## src/rtl/pipeline_types.sv

```systemverilog
// pipeline_types: shared pipeline parameters and the Dispatch-to-RS issue packet.
package pipeline_types;
  localparam int RS_DEPTH_DEFAULT = 8;
  localparam int PREG_W = 6;
  localparam int ROB_W = 5;
  typedef enum logic [1:0] {
    FU_ALU = 2'd0,
    FU_LSU = 2'd1,
    FU_BR  = 2'd2
  } fu_type_t;
  typedef struct packed {
    fu_type_t          fu_type;
    logic [3:0]        alu_op;
    logic              alu_src;
    logic              mem_read;
    logic              mem_write;
    logic [PREG_W-1:0] rs1_p;
    logic [PREG_W-1:0] rs2_p;
    logic [PREG_W-1:0] rd_p;
    logic [ROB_W-1:0]  rob_tag;
    logic [31:0]       imm;
    logic [31:0]       pc;
  } rs_issue_packet_t;
endpackage

```

## src/rtl/rs_age_matrix.sv

```systemverilog
// rs_age_matrix: relative age of RS entries and one-hot grant of the oldest eligible entry.
module rs_age_matrix
  import pipeline_types::*;
#(
  parameter int DEPTH = RS_DEPTH_DEFAULT
) (
  input  logic                     clk,
  input  logic                     rst_n,
  input  logic                     alloc_valid_i,
  input  logic [$clog2(DEPTH)-1:0] alloc_idx_i,
  input  logic [DEPTH-1:0]         valid_i,
  input  logic [DEPTH-1:0]         eligible_i,
  output logic [DEPTH-1:0]         grant_o
);
  // age_q[i][j]=1: entry i is older than entry j
  logic [DEPTH-1:0][DEPTH-1:0] age_q, age_d;
  always_comb begin
    age_d = age_q;
    if (alloc_valid_i) begin
      for (int j = 0; j < DEPTH; j++) begin
        age_d[alloc_idx_i][j] = 1'b0;
        age_d[j][alloc_idx_i] = valid_i[j];
      end
    end
  end
  always_comb begin
    grant_o = '0;
    for (int i = 0; i < DEPTH; i++) begin
      grant_o[i] = eligible_i[i];
      for (int j = 0; j < DEPTH; j++)
        if (eligible_i[j] && age_q[j][i]) grant_o[i] = 1'b0;
    end
  end
  always_ff @(posedge clk or negedge rst_n)
    if (!rst_n) age_q <= '0;
    else age_q <= age_d;
endmodule

```

## src/rtl/rs_issue_scheduler.sv

```systemverilog
// rs_issue_scheduler: reservation station with CDB wakeup and oldest-first issue to one FU.
module rs_issue_scheduler
  import pipeline_types::*;
#(
  parameter int DEPTH  = RS_DEPTH_DEFAULT,
  parameter int PREG_W = pipeline_types::PREG_W
) (
  input  logic                   clk,
  input  logic                   rst_n,
  input  logic                   disp_valid_i,
  input  rs_issue_packet_t       disp_pkt_i,
  input  logic                   disp_rs1_rdy_i,
  input  logic                   disp_rs2_rdy_i,
  output logic                   rs_ready_o,
  input  logic                   cdb_valid_i,
  input  logic [PREG_W-1:0]      cdb_tag_i,
  output logic                   issue_valid_o,
  output rs_issue_packet_t       issue_pkt_o,
  input  logic                   fu_ready_i,
  input  logic                   flush_i,
  output logic [$clog2(DEPTH):0] occupancy_o
);
  localparam int IW = $clog2(DEPTH);
  localparam int CW = IW + 1;
  logic [DEPTH-1:0] valid_q, valid_d, rs1_rdy_q, rs1_rdy_d, rs2_rdy_q, rs2_rdy_d;
  logic [DEPTH-1:0] eligible, grant;
  rs_issue_packet_t pkt_q [DEPTH];
  rs_issue_packet_t pkt_d [DEPTH];
  logic [CW-1:0] occ_q, occ_d;
  logic [IW-1:0] alloc_idx, grant_idx;
  logic alloc, fire, cdb_live, cap_rs1, cap_rs2;
  function automatic logic [IW-1:0] lowest_set(input logic [DEPTH-1:0] m);
    lowest_set = '0;
    for (int i = DEPTH - 1; i >= 0; i--) if (m[i]) lowest_set = IW'(i);
  endfunction
  assign rs_ready_o    = occ_q < CW'(DEPTH);
  assign occupancy_o   = occ_q;
  assign eligible      = valid_q & rs1_rdy_q & rs2_rdy_q;
  assign issue_valid_o = |eligible;
  assign grant_idx     = lowest_set(grant);
  assign issue_pkt_o   = pkt_q[grant_idx];
  assign fire          = issue_valid_o && fu_ready_i;
  assign alloc         = disp_valid_i && rs_ready_o && !flush_i;
  assign alloc_idx     = lowest_set(~valid_q);
  assign cdb_live      = cdb_valid_i && cdb_tag_i != '0;
  // same-cycle CDB bypass so a broadcast coinciding with dispatch is not lost
  assign cap_rs1 = disp_rs1_rdy_i || disp_pkt_i.rs1_p == '0 ||
                   (cdb_valid_i && cdb_tag_i == disp_pkt_i.rs1_p);
  assign cap_rs2 = disp_rs2_rdy_i || disp_pkt_i.rs2_p == '0 ||
                   (cdb_valid_i && cdb_tag_i == disp_pkt_i.rs2_p) ||
                   (disp_pkt_i.alu_src && !disp_pkt_i.mem_write);
  rs_age_matrix #(.DEPTH(DEPTH)) u_age (
    .clk          (clk),
    .rst_n        (rst_n),
    .alloc_valid_i(alloc),
    .alloc_idx_i  (alloc_idx),
    .valid_i      (valid_q),
    .eligible_i   (eligible),
    .grant_o      (grant)
  );
  always_comb begin
    valid_d   = valid_q;
    rs1_rdy_d = rs1_rdy_q;
    rs2_rdy_d = rs2_rdy_q;
    pkt_d     = pkt_q;
    for (int i = 0; i < DEPTH; i++) begin
      if (cdb_live && pkt_q[i].rs1_p == cdb_tag_i) rs1_rdy_d[i] = 1'b1;
      if (cdb_live && pkt_q[i].rs2_p == cdb_tag_i) rs2_rdy_d[i] = 1'b1;
      if (fire && grant[i]) valid_d[i] = 1'b0;
      if (alloc && alloc_idx == IW'(i)) begin
        valid_d[i]   = 1'b1;
        pkt_d[i]     = disp_pkt_i;
        rs1_rdy_d[i] = cap_rs1;
        rs2_rdy_d[i] = cap_rs2;
      end
    end
    if (flush_i) valid_d = '0;
  end
  assign occ_d = flush_i ? '0 : occ_q + CW'(alloc) - CW'(fire);
  always_ff @(posedge clk or negedge rst_n) begin
    if (!rst_n) begin
      valid_q   <= '0;
      rs1_rdy_q <= '0;
      rs2_rdy_q <= '0;
      occ_q     <= '0;
      for (int i = 0; i < DEPTH; i++) pkt_q[i] <= '0;
    end else begin
      valid_q   <= valid_d;
      rs1_rdy_q <= rs1_rdy_d;
      rs2_rdy_q <= rs2_rdy_d;
      occ_q     <= occ_d;
      pkt_q     <= pkt_d;
    end
  end
  // Dispatch must respect rs_ready_o; a write while full is dropped
  a_no_overflow: assert property (@(posedge clk) disable iff (!rst_n) !(disp_valid_i && !rs_ready_o))
    else $error("rs_issue_scheduler: dispatch while full");
endmodule

```

## config.mk

```make
export PLATFORM = sky130hd
export DESIGN_NAME = rs_issue_scheduler
export DESIGN_NICKNAME = d
export VERILOG_FILES = /design/src/rtl/pipeline_types.sv /design/src/rtl/rs_age_matrix.sv /design/src/rtl/rs_issue_scheduler.sv
export SDC_FILE = /design/constraint.sdc
export NUM_CORES = 2
export LEC_CHECK = 0
export ABC_AREA = 1
export CAP_MARGIN = 20
export CORE_MARGIN = 1.5
export CORE_UTILIZATION = 40
export CTS_CLUSTER_SIZE = 10
export DETAILED_ROUTE_END_ITERATION = 8
export SYNTH_ARGS = -nofsm -noshare
export SYNTH_HDL_FRONTEND = slang
export SYNTH_SLANG_ARGS = --single-unit
```

## constraint.sdc

```tcl
create_clock -name clk -period 2.6 [get_ports clk]
set_clock_uncertainty 0.05 [all_clocks]
set_input_delay 0.26 -clock clk [delete_from_list [all_inputs] [get_ports clk]]
set_output_delay 0.26 -clock clk [all_outputs]
set_load 0.005 [all_outputs]
```

==> results.json <==
{
  "slew_headroom_pct": 55.8,
  "slew_viol_final": 0,
  "hold_viol_final": 0,
  "root_buffer": "clkbuf_16",
  "grt_overflow_total": 0,
  "start_util_pct": 40.3,
  "ys_async_sr_fraction_pct": 100,
  "p_leak_uw": 0.0293,
  "synthCells": 6004,
  "setup_ws_ns": -1.11,
  "cts_tree": "yes",
  "cp-end-kind": "output port",
  "ys_seq_elements": 860,
  "synth.distinct_cells": 47,
  "drc_errors": 0,
  "dieArea_mm2": 0.112,
  "vias": 42771,
  "final_cells": 8036,
  "violations": "negative setup slack",
  "grt_setup_unrepaired": "yes",
  "met3_usage_pct": 3.43,
  "clk_latency_ns": 0.71,
  "place_congestion": 0.911,
  "design_area_mm2": 0.0597,
  "placed_cells": 7588,
  "antenna_found_initial": 3,
  "min_period_ns": 3.71,
  "first_iter_violations": 4090,
  "vdd_drop_max_mv": 0.529,
  "area_delta_synth_final_pct": 36.0,
  "placed_area_mm2": 0.0502,
  "grtUsageTotal_pct": 25.0,
  "worstMarginPinSlew_ns": 0.657,
  "dr.pass1.iters": 6,
  "crit_start": "rs1_rdy_q[6]",
  "cts.path.max_buffers": 3,
  "grt_use_met2_pct": 40.5,
  "rows": 121,
  "wl_per_cell_um": 20.0,
  "worstPathArrival_ns": 3.40,
  "outcome": "finished, violations left",
  "cp_max_fo": 8,
  "period_share_pct": 143,
  "syn_area_mm2": 0.0439,
  "synth_top_area_share_pct": 49.0,
  "core-area_mm2": 0.109,
  "syn_nets": 6119,
  "viasPerCell": 5.32,
  "cts_max_level": 3,
  "synth.top_cells.by_area": "dfrtp_1, nand2_1, o21ai_0",
  "grt_max_degree": 110,
  "fmax_ghz": 0.269,
  "clkSinkCount": 860,
  "met1_usage_pct": 34.6,
  "yosysWarnings": 0,
  "cp_data_required_time_ns": 2.29,
  "hpwl_um": 89500,
  "drtAntennaViolNets": 0,
  "grt_pass1_wl_um": 222000,
  "port_buffers": 211,
  "synth_edf_count": 0,
  "crit_type": "reg -> out",
  "cts_made_buffers": 103,
  "synthFlopType": "dfrtp_1",
  "die_x_um": 334,
  "clk_pin_slew_ns": 0.06,
  "avgSynthCellArea_um2": 7.31,
  "reg2reg_from": "rs1_rdy_q[5]",
  "synth_largest_area_cell": "dfrtp_1",
  "die_height_um": 334,
  "drv_cap": 0,
  "p_per_area_mw_per_mm2": 722,
  "tns_ns": -99.90,
  "grt-busiest-layer": "met2",
  "routed_wl_um": 161000,
  "cp-start-kind": "register",
  "grt_pass1_vias": 39018,
  "setup_viol": 234,
  "layout-drive-gt1-share_pct": 19.5,
  "hold_class": "in -> async",
  "synth-seq-area-share_pct": 49.0,
  "layout.nets": 6686,
  "num_io_pins": 212,
  "power_uw": 43100
}
-- what timing repair did --
item                                   CTS  global route
setup endpoints to repair              305           840
cloned                                  15            93
buffers inserted                        33           168
hold buffers                             1             0
endpoints found under the hold margin  491             0
pin swaps                               27           259
resized for setup                      268           749
-- layout by cell type, fill, tap and decap left out, drive strengths merged, types with 9 or more instances in the layout --
cell,count
nor3,9
a21oi,21
nor4,19
dfrtp,860
inv,1011
o21ai,828
o31ai,13
xor2,20
nand3,799
buf,612
nor2,81
o22ai,24
nand4,40
clkdlybuf4s50,113
xnor2,11
nand2,1841
clkbuf,266
-- per-layer routing --
layer | share of wire [%] | vias up
met5 | 0.0075 | -
met4 | 3.5 | 2
met3 | 7.5 | 337
met2 | 46 | 1768
met1 | 43 | 20732
li1 | - | 19932
-- cells in the mapped netlist, types with 2 or more instances --
master,count
inv_1,1005
nand4_1,40
xor2_1,20
nor3_1,8
buf_4,14
nand2_2,2
nand2_4,2
o21ai_0,825
xnor2_1,11
nand3_1,796
o22ai_1,24
o2111ai_1,4
buf_2,183
nor2_2,5
o32ai_1,2
clkinv_1,4
ha_1,4
a31oi_1,6
buf_1,16
nand3_2,3
dfrtp_1,860
o211ai_1,6
inv_2,4
a22o_1,2
a22oi_1,3
nand2_1,1836
nor4_1,18
nand3b_1,2
o21ai_1,3
a21oi_1,20
buf_6,3
clkbuf_1,171
nor2_1,76
o31ai_1,13
-- per-stage QoR --
| step | hold WS, ns | worst slack (ns) | utilization [%] |
|---|---|---|---|
| 2_1_floorplan | -0.0856 | 0.0153 | - |
| 3_3_place_gp | 0.158 | -0.868 | 46.1 |
| 3_5_place_dp | 0.157 | -0.879 | 46.1 |
| 5_1_grt | 0.0628 | -1.25 | 54.8 |
| 4_1_cts | 0.0369 | -1.32 | 50.0 |
| 6_report | 0.0523 | -1.11 | 54.8 |
-- registers in the layout, indices dropped and copies added (netlist names), named ones only --
name         cells
occupancy_o      4
pkt_q          768
rs1_rdy_q        8
rs2_rdy_q        8
u_age.age_q     56
valid_q          8
-- cells by family (layout without fill, tap and decap cells) --
kind of cell | after synthesis | count (layout) | share of synthesized area (%)
flops | 860 | 860 | 49.0
fa+ha+maj | 5 | 5 | 0.160
simple gates | 2793 | 2794 | 26.7
other cells | 0 | 1 | 0
compound gates | 915 | 915 | 10.8
buf+inv | 1400 | 2016 | 12.7
xor+xnor | 31 | 31 | 0.619
-- path summary, 6_finish.rpt --
kind	end	slack (ns)	depth (start not counted)
max reg2reg	occupancy_o[1]	-0.25	14
min reg2reg	register	0.42	2
max in group asynchronous	pkt_q[507]	1.40	4
max	issue_pkt_o[83]	-1.11	21
min in group clk	pkt_q[607]	0.21	3
min	pkt_q[542]	0.05	2
-- critical path, stage by stage, from the launching register on --
cell     delay [ns]
dfrtp_1        0.36
nand3_2        0.13
buf_4          0.18
nor2_1         0.08
nand2_1        0.06
nor2_1         0.13
nand2_2        0.11
nand2_2        0.11
nand3_4        0.08
buf_6          0.12
a21oi_4        0.18
buf_6          0.15
buf_12         0.15
buf_8          0.12
buf_12         0.16
buf_12         0.14
buf_6          0.09
nand3_2        0.04
nand2_1        0.06
nand2_1        0.04
nand2_1        0.07
buf_2          0.12
-- where the power goes --
part	total [µW]	switching, µW	internal, µW
registers	16600	1060	15500
clock network	13600	5740	7890
logic	12900	7460	5430
-- area by class of cell --
cell class	instances	area (µm²)
Fill cell	9982	49200
Sequential cell	860	21500
Multi-Input combinational cell	3745	18700
Timing Repair Buffer	848	10800
Inverter	1013	3820
Clock buffer	146	2930
Tap cell	1414	1770
Clock inverter	9	123
Antenna cell	1	2.50
(Power assumes the default switching activity.)
